**src/rtl/txuart_arbiter.sv**
```systemverilog
// Message-granular round-robin arbiter sharing one txuart among NCHAN sources.
// The owner keeps the UART until its last byte is accepted or it stalls too long.
module txuart_arbiter #(
    parameter int NCHAN     = 4,
    parameter int LGTIMEOUT = 10
) (
    input  logic                 i_clk,
    input  logic                 i_reset,
    input  logic [NCHAN-1:0]     i_stb,
    input  logic [8*NCHAN-1:0]   i_data,
    input  logic [NCHAN-1:0]     i_last,
    output logic [NCHAN-1:0]     o_busy,
    output logic [NCHAN-1:0]     o_grant,
    output logic                 o_abort,
    output logic                 o_tx_stb,
    output logic [7:0]           o_tx_data,
    input  logic                 i_tx_busy
);

    localparam int LGN = (NCHAN > 1) ? $clog2(NCHAN) : 1;

    typedef enum logic {
        S_IDLE,
        S_ACTIVE
    } state_t;

    state_t               r_state, w_next_state;
    logic [LGN-1:0]       r_owner, w_next_owner;
    logic [LGN-1:0]       r_last_owner, w_next_last;
    logic [LGTIMEOUT-1:0] r_stall, w_next_stall;
    logic                 r_abort, w_next_abort;
    logic                 w_pick_valid;
    logic [LGN-1:0]       w_pick;
    logic                 w_owner_stb;
    logic                 w_accept;

    assign w_owner_stb = i_stb[r_owner];
    assign o_abort     = r_abort;

    // Search starts one past the previous owner and wraps, so the previous owner is tried last.
    always_comb begin : pick_blk
        int unsigned idx;
        w_pick       = '0;
        w_pick_valid = 1'b0;
        idx          = 0;
        for (int unsigned i = 1; i <= NCHAN; i++) begin
            idx = 32'(r_last_owner) + i;
            if (idx >= unsigned'(NCHAN))
                idx = idx - unsigned'(NCHAN);
            if (!w_pick_valid && i_stb[idx[LGN-1:0]]) begin
                w_pick_valid = 1'b1;
                w_pick       = idx[LGN-1:0];
            end
        end
    end

    always_comb begin
        w_next_state = r_state;
        w_next_owner = r_owner;
        w_next_last  = r_last_owner;
        w_next_stall = r_stall;
        w_next_abort = 1'b0;
        w_accept     = 1'b0;
        o_busy       = '1;
        o_grant      = '0;
        o_tx_stb     = 1'b0;
        o_tx_data    = '0;
        case (r_state)
            S_IDLE: begin
                if (w_pick_valid) begin
                    w_next_state = S_ACTIVE;
                    w_next_owner = w_pick;
                    w_next_stall = '1;
                end
            end
            S_ACTIVE: begin
                o_grant[r_owner] = 1'b1;
                o_tx_stb         = w_owner_stb;
                o_tx_data        = i_data[{r_owner, 3'b000} +: 8];
                o_busy[r_owner]  = i_tx_busy;
                w_accept         = w_owner_stb && !i_tx_busy;
                if (w_accept) begin
                    w_next_stall = '1;
                    if (i_last[r_owner]) begin
                        w_next_state = S_IDLE;
                        w_next_last  = r_owner;
                    end
                end else if (!w_owner_stb) begin
                    // Only a silent owner counts down; waiting on the UART is not a stall.
                    if (r_stall == '0) begin
                        w_next_state = S_IDLE;
                        w_next_last  = r_owner;
                        w_next_abort = 1'b1;
                    end else begin
                        w_next_stall = r_stall - LGTIMEOUT'(1);
                    end
                end
            end
            default: w_next_state = S_IDLE;
        endcase
    end

    always_ff @(posedge i_clk or posedge i_reset) begin
        if (i_reset) begin
            r_state      <= S_IDLE;
            r_owner      <= '0;
            r_last_owner <= LGN'(NCHAN - 1);
            r_stall      <= '1;
            r_abort      <= 1'b0;
        end else begin
            r_state      <= w_next_state;
            r_owner      <= w_next_owner;
            r_last_owner <= w_next_last;
            r_stall      <= w_next_stall;
            r_abort      <= w_next_abort;
        end
    end

endmodule

```
**config.mk**
```make
export PLATFORM = sky130hd
export DESIGN_NAME = txuart_arbiter
export DESIGN_NICKNAME = d
export VERILOG_FILES = /design/src/rtl/txuart_arbiter.sv
export SDC_FILE = /design/constraint.sdc
export NUM_CORES = 1
export LEC_CHECK = 0
export CAP_MARGIN = 0
export CORE_MARGIN = 3
export CORE_UTILIZATION = 46
export CTS_CLUSTER_DIAMETER = 80
export DETAILED_ROUTE_END_ITERATION = 16
export GPL_ROUTABILITY_DRIVEN = 1
export PLACE_DENSITY = 0.95
export SYNTH_ARGS = -nofsm -noshare
export SYNTH_HDL_FRONTEND = slang
export SYNTH_SLANG_ARGS = --single-unit
```
**constraint.sdc**
```tcl
create_clock -name i_clk -period 3.8 [get_ports i_clk]
set_input_delay 0.57 -clock i_clk [delete_from_list [all_inputs] [get_ports i_clk]]
set_output_delay 0.57 -clock i_clk [all_outputs]
set_load 0.01 [all_outputs]
```
Word level (Yosys, flattened, before mapping). Cells that the tools add are included.

Add/subtract/negate cells: 9. Equality and inequality tests: 5. Multiplexer cells: 49. Magnitude comparators: 10. Bitwise operators: 3. Shift operators: 1. Reduce and logical (&&, ||, !) cells: 14.

Operators by type and width (number): two-way mux 10 bit (4); variable part select 32 x 6 -> 8 bit (1); two-way mux 2 bit (12); two-way mux 1 bit (21); case mux 10 bit (2 select lines) (1); less-than comparator 2 x 3 -> 1 bit (second input constant) (5); binary-select mux 1 bit (select 2 bit) (6); zero test 10 bit (1); subtractor 10 x 1 -> 10 bit (second input constant) (1); greater-or-equal comparator 3 bit (second input constant) (3); two-way mux 4 bit (2); two-way mux 8 bit (1); subtractor 2 x 1 -> 2 bit (second input constant) (4); adder 2 x 2 -> 3 bit (second input constant) (2); logical AND 1 bit (5); adder 2 x 3 -> 4 bit (second input constant) (1); greater-or-equal comparator 4 x 3 -> 1 bit (second input constant) (1); zero test 1 bit (4); inequality test 2 x 1 -> 1 bit (second input constant) (2); NOT 4 bit (1); OR 4 bit (1); AND reduction 4 bit (1); adder 2 x 1 -> 3 bit (second input constant) (1); inequality test 3 x 2 -> 1 bit (second input constant) (1); other kinds (9) (9).

Register bits after elaboration: 16.

Depth between registers and ports, before layout. Gate-level depths: netlist of run 1.

Word-level depth: 17. Depth in mapped cells: 7. Gate-level depth less buffers: 6.

Least setup slack after synthesis of run 1. OpenSTA, ideal clock, no wires.

Path type: reg-to-output. From: register r_owner[0]. To: output port o_tx_data[5]. Stages on the path, launching flop included: 5. Slack: 1.437 ns. Path buffers: 2. Data arrival time: 1.793 ns. Cells stage by stage: dfrtp_1 -> buf_1 -> buf_2 -> mux4_2 -> and2_1.

Cells in the longest elaborated chain, start to end: 2.

Ends and longest elaborated chain: start: declaration (line 28) `logic [LGN-1:0] r_owner, w_next_owner;`; start signal: assignment (line 112) `r_owner <= w_next_owner;`; variable part select 32 x 6 -> 8 bit (line 79) `o_tx_data = i_data[{r_owner, 3'b000} +: 8];`; two-way mux 8 bit (line 68) `case (r_state)`; end: declaration (line 16) `output logic [7:0] o_tx_data,`.

No other way between the ends.

Worst setup path after layout of run 1.
From: register r_owner[0]. To: output port o_tx_stb.

Cells in the longest elaborated chain, start to end: 3.

Ends and longest elaborated chain: binary-select mux 1 bit (select 2 bit) (line 37) `assign w_owner_stb = i_stb[r_owner];`; two-way mux 1 bit (not written as such) (line 37); two-way mux 1 bit (line 68); end: declaration (line 15) `output logic o_tx_stb,`.

No other way between the ends. The select of a mux whose other input is x is not followed.

==> metrics.md, run 1 <==
| Metric | Value |
|---|---|
| Relative slew margins | `0.384` |
| Worst path arrival time | `2550 ps` |
| Vias in the first global route | `1,505` |
| Die X | `61.3 microns` |
| DR pass1 iterations | `4` |
| Clock Sinks | `16` |
| Tot GR Track Use | `0.261` |
| Setup ws final | `681 ps` |
| Peak supply drop | `0.000453 V` |
| Post-CTS Hold Buffers | `0` |
| Clk slew on worst S/H paths | `100 ps` |
| Post-synth EDFFs | `0` |
| Antenna violations before repair | `0` |
| Ys Warns | `0` |
| Skew final | `7.49 ps` |
| Sequential share of power | `0.308` |
| Wire length per cell | `18.6 microns` |
| Fin. max-slew vios | `0` |
| Antenna violation net count after detailed routing | `0` |
| P_sw | `479 uW` |
| TritonCTS Buffers | `3` |
| Placed cells | `235` |
| Post-CTS Resized | `0` |
| Total Wirelength | `4440 microns` |
| Clock share of power | `0.097` |
| Post-Synthesis Cells | `153` |
| Syn Nets | `197` |
| Max clock buf depth | `2` |
| Synth area leaders | `dfstp_2, mux4_2, dfrtp_1, a211oi_1, and2_1` |
| Final Instance Area | `2040 sq um` |
| Min Tclk post-route | `3120 ps` |
| Pwr per Cell Area | `577 nW/um^2` |
| Synth-to-layout area growth | `45.2%` |
| Clk root buf | `clkbuf_4` |
| Total power | `1.18 mW` |
| Core Box Area | `2830 sq um` |
| DP Worst Slack | `946 ps` |
| Required @ worst endpoint | `3230 ps` |
| Fmax | `321 MHz` |
| Dpl cell area | `2010 sq um` |
| Layout cell share with drive strength beyond 1 | `0.154` |
| Die span in y | `61.3 microns` |
| CP endpoint kind | `output pin` |
| Fin nets | `253` |
| Async set or reset register ratio after synthesis | `1.00` |
| Post-Layout Cell Count | `239` |
| Die area | `3760 sq um` |
| Syn_area_per_cell | `9.19 sq um` |
| Final Hold Vio Count | `0` |
| Unrepaired setup endpoints after global routing | `no` |
| Placed wire-length estimate | `3490 microns` |
| Synth unique cells | `43` |
| Worst setup path class | `register to output pin` |
| Seq/Total Area, Yosys | `0.295` |
| Startpoint types | `register` |
| Final core occ | `0.722` |
| P_int | `699 uW` |
| Status | `complete, no violations` |
| Leakage | `0.797 nW` |
| Setup_tns | `0 ps` |
| Initial core utilization | `0.497` |
| Via count | `1,475` |
| DR DRC count | `0` |
| Final hold slack | `504 ps` |
| Port Buffers | `60` |
| Global-route wire length before repair | `7130 microns` |
| Worst-margin pin slew | `916 ps` |
| Vias per inst | `6.17` |
| Max Cap Viol | `0` |
| HP Class | `register to register` |
| Area leader, netlist | `dfstp_2` |
| # setup viols final | `0` |
| Post-Syn Area | `1410 sq um` |
| CTS tree | `yes` |
| Post-CTS Setup Inserts | `0` |
| Synth cell count leaders | `inv_1, nor3_1, and2_1, dfstp_2, a211oi_1` |
| Largest net degree at the start of global routing | `26` |
| Cell Rows | `19` |
| Ant. Diodes | `0` |
| CP max FO | `24` |
| Gpl congestion | `0.833` |
| Fin crit share | `0.821` |
| Io pins | `61` |
| #FFs+latches synth | `16` |
| Net Sw Frac | `0.407` |
| Combinational share of power | `0.595` |
| H-tree depth | `1` |
| Most common cell in the netlist | `inv_1` |
| DRT iter0 DRCs | `70` |
| Ys flop type | `dfstp_2` |
| Share of the synthesized area in the top cell type | `0.224` |
| Clock Latency Late Sink | `290 ps` |
| Remaining Overflow, GRT | `0` |
==> routing by layer <==
| layer | vias up | routed length, microns | part of all wire | global-route usage |
|---|---|---|---|---|
| met4 | 0 | 171 | 0.039 | 0.127 |
| li1 | 689 | - | - | - |
| met3 | 22 | 246 | 0.055 | 0.0482 |
| met5 | - | 0 | 0 | 0 |
| met2 | 74 | 2480 | 0.56 | 0.483 |
| met1 | 690 | 1540 | 0.35 | 0.282 |
==> cells in the final DEF, fill, tap and decap left out, drive strengths merged, types with 2 or more instances in the layout <==
cell	count
clkdlybuf4s50	60
inv	14
nor3	13
and2	12
dfstp	12
a211oi	10
mux4	9
nor2	8
nand2	8
mux2i	5
nor4	5
nor3b	5
dfrtp	4
clkbuf	4
nand2b	3
a21oi	3
or3b	2
nor2b	2
a22oi	2
o21ai	2
o22a	2
o41ai	2
o22ai	2
a31oi	2
and3	2
==> flip-flops by register name (all words and copies together), names as in the netlist <==
register and count:
r_owner 2, r_last_owner 2, r_state 1, o_abort 1, r_stall 10
==> power groups by stage <==
stage               clock (mW)  combinational [mW]  sequential (mW)
global route             0.124               0.752            0.380
global placement             0               0.676            0.353
detailed placement           0               0.700            0.364
floorplan                    0               0.500            0.263
finish                   0.114               0.701            0.363
CTS                      0.115               0.703            0.362
==> worst max-delay path, stage by stage, from the launching register on <==
cell and delay (ps):
dfrtp_1 950, mux4_2 650, and2_1 180, clkdlybuf4s50_1 480
==> area by class of cell <==
| cell class | count | area, sq um |
|---|---|---|
| tap | 31 | 38.8 |
| multi-input combinational | 114 | 898 |
| inverter | 14 | 52.6 |
| timing repair buffer | 60 | 601 |
| clock buffer | 4 | 36.3 |
| fill | 207 | 787 |
| sequential | 16 | 415 |
==> final timing paths <==
check,slack (ps),depth (start not counted),endpoint,from
max,680,3,o_tx_stb,r_owner[0]
max reg2reg,1130,4,r_stall[5],r_owner[0]
max in group asynchronous,2780,2,r_owner[0],i_reset
min in group asynchronous,630,2,o_abort,i_reset
min reg2reg,500,2,r_stall[3],r_stall[3]
min,500,2,r_stall[3],r_stall[3]
==> logic make-up (layout without fill, tap and decap cells) <==
| logic type | count (synthesis) | after routing | share of synthesized area |
|---|---|---|---|
| AND/OR/NAND/NOR | 68 | 68 | 0.279 |
| AO/OA/AOI/OAI | 30 | 30 | 0.163 |
| buffers and inverters | 23 | 78 | 0.0658 |
| flip-flops | 16 | 16 | 0.295 |
| multiplexers | 15 | 15 | 0.188 |
| adder cells (fa/ha/maj) | 1 | 1 | 0.00890 |
(Power assumes the default switching activity.)
==> run 2: changes to the inputs <==
CORE_UTILIZATION = 38   (was 46)
PLACE_DENSITY = 0.86   (was 0.95)
clock period = 2.8 ns   (was 3.8 ns; I/O delays follow)
==> run 2 against run 1 <==
Effect of this change:
- setup slack worse by 450 ps
- wire length is 9.8% lower
- count of clock-buffer cells in the layout stayed put
- first-iteration DRC count is 19% higher
- flip-flop and latch count stayed put
- worst hold slack better by 3.4 ps
- final cell count is 9.6% higher
- via count is 1.2% lower
==> metrics.md, run 2 (same netlist as run 1, synthesis figures left out) <==
| Metric | Value |
|---|---|
| Status | `complete, no violations` |
| P_int | `1.03 mW` |
| Min Tclk post-route | `2570 ps` |
| H-tree depth | `1` |
| Final Instance Area | `2130 sq um` |
| Worst-margin pin slew | `603 ps` |
| DR pass1 iterations | `4` |
| Antenna violation net count after detailed routing | `0` |
| Clock Latency Late Sink | `250 ps` |
| Largest net degree at the start of global routing | `19` |
| Pwr per Cell Area | `795 nW/um^2` |
| Skew final | `2.85 ps` |
| Largest register FFs | `10` |
| Endpoint, Worst Hold | `r_stall[3]` |
| Dpl cell area | `2080 sq um` |
| Largest regs | `r_stall: 10 flops, r_last_owner: 2 flops, r_owner: 2 flops` |
| Net Sw Frac | `0.391` |
| R2R setup slack | `470 ps` |
| Die X | `66.8 microns` |
| CP max FO | `7` |
| Hold_sp | `r_stall[3]` |
| Vias in the first global route | `1,438` |
| CTS tree | `yes` |
| Wire length per cell | `15.3 microns` |
| Global-route wire length before repair | `6570 microns` |
| Required @ worst endpoint | `2380 ps` |
| Post-CTS Setup Inserts | `0` |
| Worst setup path class | `input pin to output pin` |
| Synth-to-layout area growth | `51.4%` |
| Gpl congestion | `0.812` |
| Most common cell on crit path | `clkdlybuf4s50_1` |
| Worst path arrival time | `2150 ps` |
| Core Box Area | `3440 sq um` |
| Setup_tns | `0 ps` |
| Via count | `1,457` |
| Reg with most FFs | `r_stall` |
| Max Cap Viol | `0` |
| TritonCTS Buffers | `3` |
| Worst path slowest cell | `mux4_2` |
| Fin nets | `261` |
| Post-CTS Resized | `0` |
| Die area | `4470 sq um` |
| Leakage | `0.838 nW` |
| Io pins | `61` |
| Combinational share of power | `0.662` |
| Vias per inst | `5.56` |
| Fillcell total | `301` |
| Most frequent standard cell in the layout excluding fill and tap cells | `clkdlybuf4s50_1` |
| Worst R2R Path Depth | `6` |
| Clk root buf | `clkbuf_8` |
| Post-CTS Hold Buffers | `0` |
| Startpoint types | `input pin` |
| DRT iter0 DRCs | `83` |
| Port Buffers | `60` |
| Die span in y | `66.8 microns` |
| Final Hold Vio Count | `0` |
| Tot GR Track Use | `0.189` |
| Fmax | `389 MHz` |
| Total Wirelength | `4000 microns` |
| Layout cell share with drive strength beyond 1 | `0.181` |
| Slowest stage delay, CP | `560 ps` |
| CP endpoint kind | `output pin` |
| Max clock buf depth | `2` |
| Placed wire-length estimate | `3200 microns` |
| DR DRC count | `0` |
| Multi-input gate area | `898 sq um` |
| Worst hold stages | `2` |
| HP Class | `register to register` |
| Initial core utilization | `0.409` |
| Reg area | `415 sq um` |
| Fin. max-slew vios | `0` |
| Worst-path cell chain | `clkdlybuf4s50_1 -> mux4_2 -> and2_1 -> clkdlybuf4s50_1` |
| Sequential share of power | `0.233` |
| Reg2Reg Launch Point | `r_stall[0]` |
| Unrepaired setup endpoints after global routing | `no` |
| Remaining Overflow, GRT | `0` |
| Cell Rows | `21` |
| Clk slew on worst S/H paths | `60 ps` |
| Reg2Reg Capture Point | `r_stall[8]` |
| Antenna violations before repair | `0` |
| Most frequent cells in the layout | `clkdlybuf4s50_1, inv_1, nor3_1, and2_1, dfstp_2` |
| Relative slew margins | `0.598` |
| Clock Sinks | `16` |
| P_sw | `662 uW` |
| Peak supply drop | `0.000494 V` |
| # setup viols final | `0` |
| Ant. Diodes | `0` |
| Clock share of power | `0.104` |
| Fin crit share | `0.919` |
## run 2: cell count changes in the layout (fill, tap and decap cells not counted), sizes merged
cell and change:
buf +8
## run 2: final cells by class
type / count / area share
clock buffer: 4 / 0.0212
inverter: 14 / 0.0247
multi-input combinational: 114 / 0.422
sequential: 16 / 0.195
tap: 46 / 0.0270
timing repair buffer: 68 / 0.310
## run 2: power by group through the flow
stage | logic (mW) | clock network [mW] | registers (mW)
after floorplan | 0.678 | 0 | 0.357
after global placement | 1.10 | 0 | 0.395
after detailed placement | 1.12 | 0 | 0.396
after CTS | 1.13 | 0.180 | 0.393
after global routing | 1.22 | 0.191 | 0.405
final | 1.12 | 0.177 | 0.395
## run 2: worst max-delay path, delay by kind of cell
family	cells	cell delay (ps)
buf+inv	2	990
mux	1	560
simple gates	1	180
## run 2: routing by layer
layer	wire length (microns)	global-route usage	vias to the layer above
li1	-	-	699
met1	1590	0.220	703
met2	2180	0.363	53
met3	206	0.0253	2
met4	22	0.0431	0
met5	0	0	-
## run 2: how the worst max path moves through the flow
| stage | from | endpoint | slack (ps) | depth (start not counted) |
|---|---|---|---|---|
| finish | i_stb[3] | o_tx_stb | 230 | 4 |
| global route | i_stb[3] | o_tx_stb | 190 | 4 |
| CTS | i_stb[3] | o_tx_stb | 230 | 4 |
| detailed placement | i_stb[3] | o_tx_stb | 240 | 4 |
| global placement | i_stb[3] | o_tx_stb | 260 | 4 |
| floorplan | r_owner[0] | o_tx_data[5] | 590 | 4 |
## run 2: metrics by stage
stage,total power [mW],instances,hold slack (ps),utilization,worst slack (ps)
6_report,1.69,262,507,0.619,227
5_1_grt,1.82,262,524,0.619,193
4_1_cts,1.70,262,504,0.619,231
3_5_place_dp,1.52,258,495,0.606,236
3_3_place_gp,1.50,258,482,0.606,256
2_1_floorplan,1.04,153,325,-,587
==> run 3: changes to the inputs <==
CTS_CLUSTER_SIZE = 24   (was unset)
==> results of run 3 <==
The final DEF is identical to that of run 2; final timing and power are the same.
==> variant 1: new RTL, config.mk and constraints of run 3 <==
Make the reset (`i_reset`) synchronous in one clocked block.
--- a/src/rtl/txuart_arbiter.sv
+++ b/src/rtl/txuart_arbiter.sv
@@ -102,3 +102,3 @@
 
-    always_ff @(posedge i_clk or posedge i_reset) begin
+    always_ff @(posedge i_clk) begin
         if (i_reset) begin
Function: differs if i_reset is asserted again (counterexample within 4 cycles, from zero or initial values and one cycle with i_reset high); with i_reset held inactive, the same outputs for 10 cycles.
==> variant 1 against run 3 <==
Worst setup slack got worse by 0.037 ns. Highest routed layer unchanged. Design area fell by 2.4%. Critical endpoint unchanged. Sequential cell count did not move. Synthesized area fell by 4.0%. Sequential share of layout area fell by 4.1 points. Routed wire length barely moved. Count of clock-buffer cells in the layout did not move.
Power is not compared: it rests on default switching activity, and its combinational part moved more than twofold at a synthesized area within 25%.
==> variant 1: results (changes against run 3) <==
[logic_synthesis]
ys_types = 44  ; +2.3%
post_synth_xor_area_fraction_pct = 0  ; unchanged
yosysSeqAreaShare_pct = 23.7  ; -5.8 points
syn_avg_cell_area_sq_um = 8.54  ; -7.0%
synth.top_cells.by_count = nor2_1, dfxtp_1, mux4_2, nand2_1
synth_nets = 202  ; +2.5%
synthMuxAreaShare_pct = 21.1  ; +2.4 points
synth_fa_ha_area_share_pct = 0.927  ; +0.037 points
synth-async-reset-ratio_pct = 0  ; -100 points
synth_compound_area_share_pct = 19.0  ; +2.7 points
netlist_top_cells_area = dfxtp_1, mux4_2, nor2_1

[cells_and_area]
nets = 266  ; +1.9%
drive_gt1_share_pct = 14.5  ; -3.6 points

[setup_path]
r2r_cells = 4  ; -2
cp_max_fo = 9  ; +2
rr_endpoint = r_stall[5]
max_stage_delay_ns = 0.67  ; +0.11 ns
rrSetupSlack_ns = 0.47  ; about the same
cp-startpoint = r_owner[0]
cp_top_family = multiplexers
arrival_ns = 2.19  ; +0.04 ns

[clocking]
cts.repair.resized = 0  ; unchanged
root_buffer = clkbuf_4
clkLatencyLatePin_ns = 0.29  ; +0.04 ns
cts_buffers = 3  ; unchanged
clk_pin_slew_ns = 0.09  ; +0.03 ns

[power]
ir_drop_v = 0.000184
seq-power_w = 0.000266
power_leakage_nw = 0.764
p_total_w = 0.000758

[sta]
slew_violations = 0  ; unchanged
tightestPinTransition_ns = 0.527  ; -0.0760 ns
fin_crit_sh_pct = 93.2  ; +1.3 points
whs_ns = 0.499  ; -0.00826 ns
fin_skew_ns = 0.00677  ; +0.00393 ns

[place]
place_area_sq_um = 2040  ; -2.0%
dp_cells = 263  ; +1.9%
hpwl_um = 3200  ; -0.20%
pre_cts_ws_ns = 0.237  ; +0.00127 ns
gp_congestion = 0.835  ; +2.9%
port_buffers = 60  ; unchanged

[global_routing]
overflow = 0  ; unchanged
grt_max_degree = 17  ; -2
grt_pass1_vias = 1485  ; +3.3%
grt_first_pass_wirelength_um = 6540  ; -0.41%
track_usage_pct = 19.3  ; +0.39 points

[route]
wl_per_cell_um = 15.0  ; -1.8%
avgViaCountPerCell = 5.54  ; -0.39%
drt_wl_total_um = 4000  ; about the same
drt-initial-drc-count = 69  ; -17%

[status]
outcome = finished clean

-- variant 1: layout make-up --
class	count	area [sq um]
clock buffers	4	36.3
fillers	303	1310
inverters	9	33.8
multi-input cells	123	951
flip-flops and latches	16	320
well taps	46	57.6
repair buffers	69	681
-- variant 1: per-layer routing --
layer  up-vias  global-route usage, %  wire, um
li1        717                      -         -
met1       685                   23.2      1670
met2        68                   33.2      1860
met3         9                   5.13       410
met4         0                   6.48        67
met5         -                      0         0
-- variant 1: how the worst min path moves through the flow --
stage | start | endpoint | cells after the start
final | r_stall[9] | r_stall[9] | 1
after global routing | r_stall[7] | r_stall[7] | 1
after CTS | r_stall[7] | r_stall[7] | 1
after detailed placement | r_stall[7] | r_stall[7] | 1
after global placement | r_stall[9] | r_stall[9] | 1
after floorplan | r_stall[9] | r_stall[9] | 1
-- variant 1: worst register-to-register path, stage by stage (launching register included) --
cell and delay, ns:
dfxtp_1 0.55, mux4_2 0.68, or4_4 0.62, a21oi_4 0.25, o31ai_1 0.12
==> variant 2: new RTL, config.mk and constraints of run 3 <==
Made on the original files. Change the parameter `NCHAN` from 4 to 2.
--- a/src/rtl/txuart_arbiter.sv
+++ b/src/rtl/txuart_arbiter.sv
@@ -3,3 +3,3 @@
 module txuart_arbiter #(
-    parameter int NCHAN     = 4,
+    parameter int NCHAN     = 2,
     parameter int LGTIMEOUT = 10
Ports: changed (5 resized); port bits go from 61 to 37. No check against the original RTL was run, so the function may have changed too.
==> variant 2 against run 3 <==
Sequential cell count is 2 lower. Cell count fell by 34%. Total power shrank 36%. Worst setup slack better by 0.044 ns. Design area is 34% lower. Utilization shrank 5.4 points. Non-clock buffer count down 32. Routed wire length shrank 42%. Synthesized area fell by 29%. First-iteration DRC count fell by 65%.
==> variant 2: results (changes against run 3) <==
[place]
hpwl_um = 1820  ; -43%
dp_cells = 169  ; -34%
gp_congestion = 0.841  ; +3.6%

[logic_synthesis]
synth_cells = 108  ; -29%
synth_nets = 132  ; -33%
synth.top_cells.by_count = nor2_1, dfstp_2, mux2i_1, inv_1, o31ai_1
ys_types = 37  ; -14%
netlist_top_cells_area = dfstp_2, mux2i_1, dfrtp_1
yosysSeqAreaShare_pct = 36.2  ; +6.7 points

[route]
drt_wl_total_um = 2320  ; -42%
drt-initial-drc-count = 29  ; -65%
wl_per_cell_um = 13.4  ; -12%
via_count = 961  ; -34%

[cells_and_area]
drive_gt1_share_pct = 16.1  ; -2.0 points

[global_routing]
grt_first_pass_wirelength_um = 3930  ; -40%
track_usage_pct = 15.0  ; -4.0 points
grt_max_degree = 18  ; -1

[clocking]
clk_pin_slew_ns = 0.09  ; +0.03 ns
root_buffer = clkbuf_4

[sta]
tightestPinTransition_ns = 0.671  ; +0.0685 ns
whs_ns = 0.460  ; -0.0473 ns
fin_skew_ns = 0.00671  ; +0.00386 ns

[power]
ir_drop_v = 0.000456  ; -7.7%
power_leakage_nw = 0.558  ; -33%

[setup_path]
cp_max_fo = 17  ; +10
rrSetupSlack_ns = 0.65  ; +0.18 ns
timing.rr.start = r_owner
cp_slowest_cell = dfrtp_1
cp_top_family = flip-flops
r2r_cells = 4  ; -2
arrival_ns = 2.11  ; -0.04 ns
max_stage_delay_ns = 0.78  ; +0.22 ns

[hold_path]
min-delay-path-class = in2async

[status]
outcome = finished clean

[variant 2: cell families after synthesis]
family | synth area share [%]
AO/OA/AOI/OAI | 18.6
buffers and inverters | 4.86
flip-flops | 36.2
AND/OR/NAND/NOR | 26.8
adder cells (fa/ha/maj) | 1.25
multiplexers | 12.3
[variant 2: metrics by stage]
step,setup slack [ns],area (sq um),power [W],utilization [%]
final,0.271,1410,0.00109,56.5
after floorplan,1.18,1000,0.000731,-
after CTS,0.255,1410,0.00110,56.5
after global routing,0.140,1410,0.00117,56.5
after global placement,0.571,1380,0.000935,55.1
after detailed placement,0.521,1380,0.000947,55.1
[variant 2: how the worst max path moves through the flow]
stage	startpoint	endpoint	slack [ns]	cells after the start
floorplan	r_stall[0]	r_stall[0]	1.18	6
global placement	i_stb[0]	o_tx_stb	0.57	4
global route	r_owner	o_tx_stb	0.14	3
finish	r_owner	o_tx_stb	0.27	3
detailed placement	i_stb[0]	o_tx_stb	0.52	4
CTS	r_owner	o_tx_stb	0.26	3
[variant 2: cell type report]
type / instances / area (sq um)
inverter: 6 / 22.5
tap: 30 / 37.5
sequential: 14 / 364
clock buffer: 4 / 36.3
timing repair buffer: 36 / 360
fill: 217 / 1090
multi-input combinational: 83 / 592
[variant 2: power by group]
part	internal, W	total, W	switching (W)
clock network	0.0000791	0.000147	0.0000678
registers	0.000303	0.000422	0.000119
logic	0.000291	0.000522	0.000231
[variant 2: layer usage]
metal	vias up	GRT usage, %	share of wire (%)	wire, um
met5	-	0	0	0
met4	0	5.30	2.1	49
met3	8	6.11	10	235
met2	50	24.4	46	1070
met1	442	17.8	42	966
li1	461	-	-	-
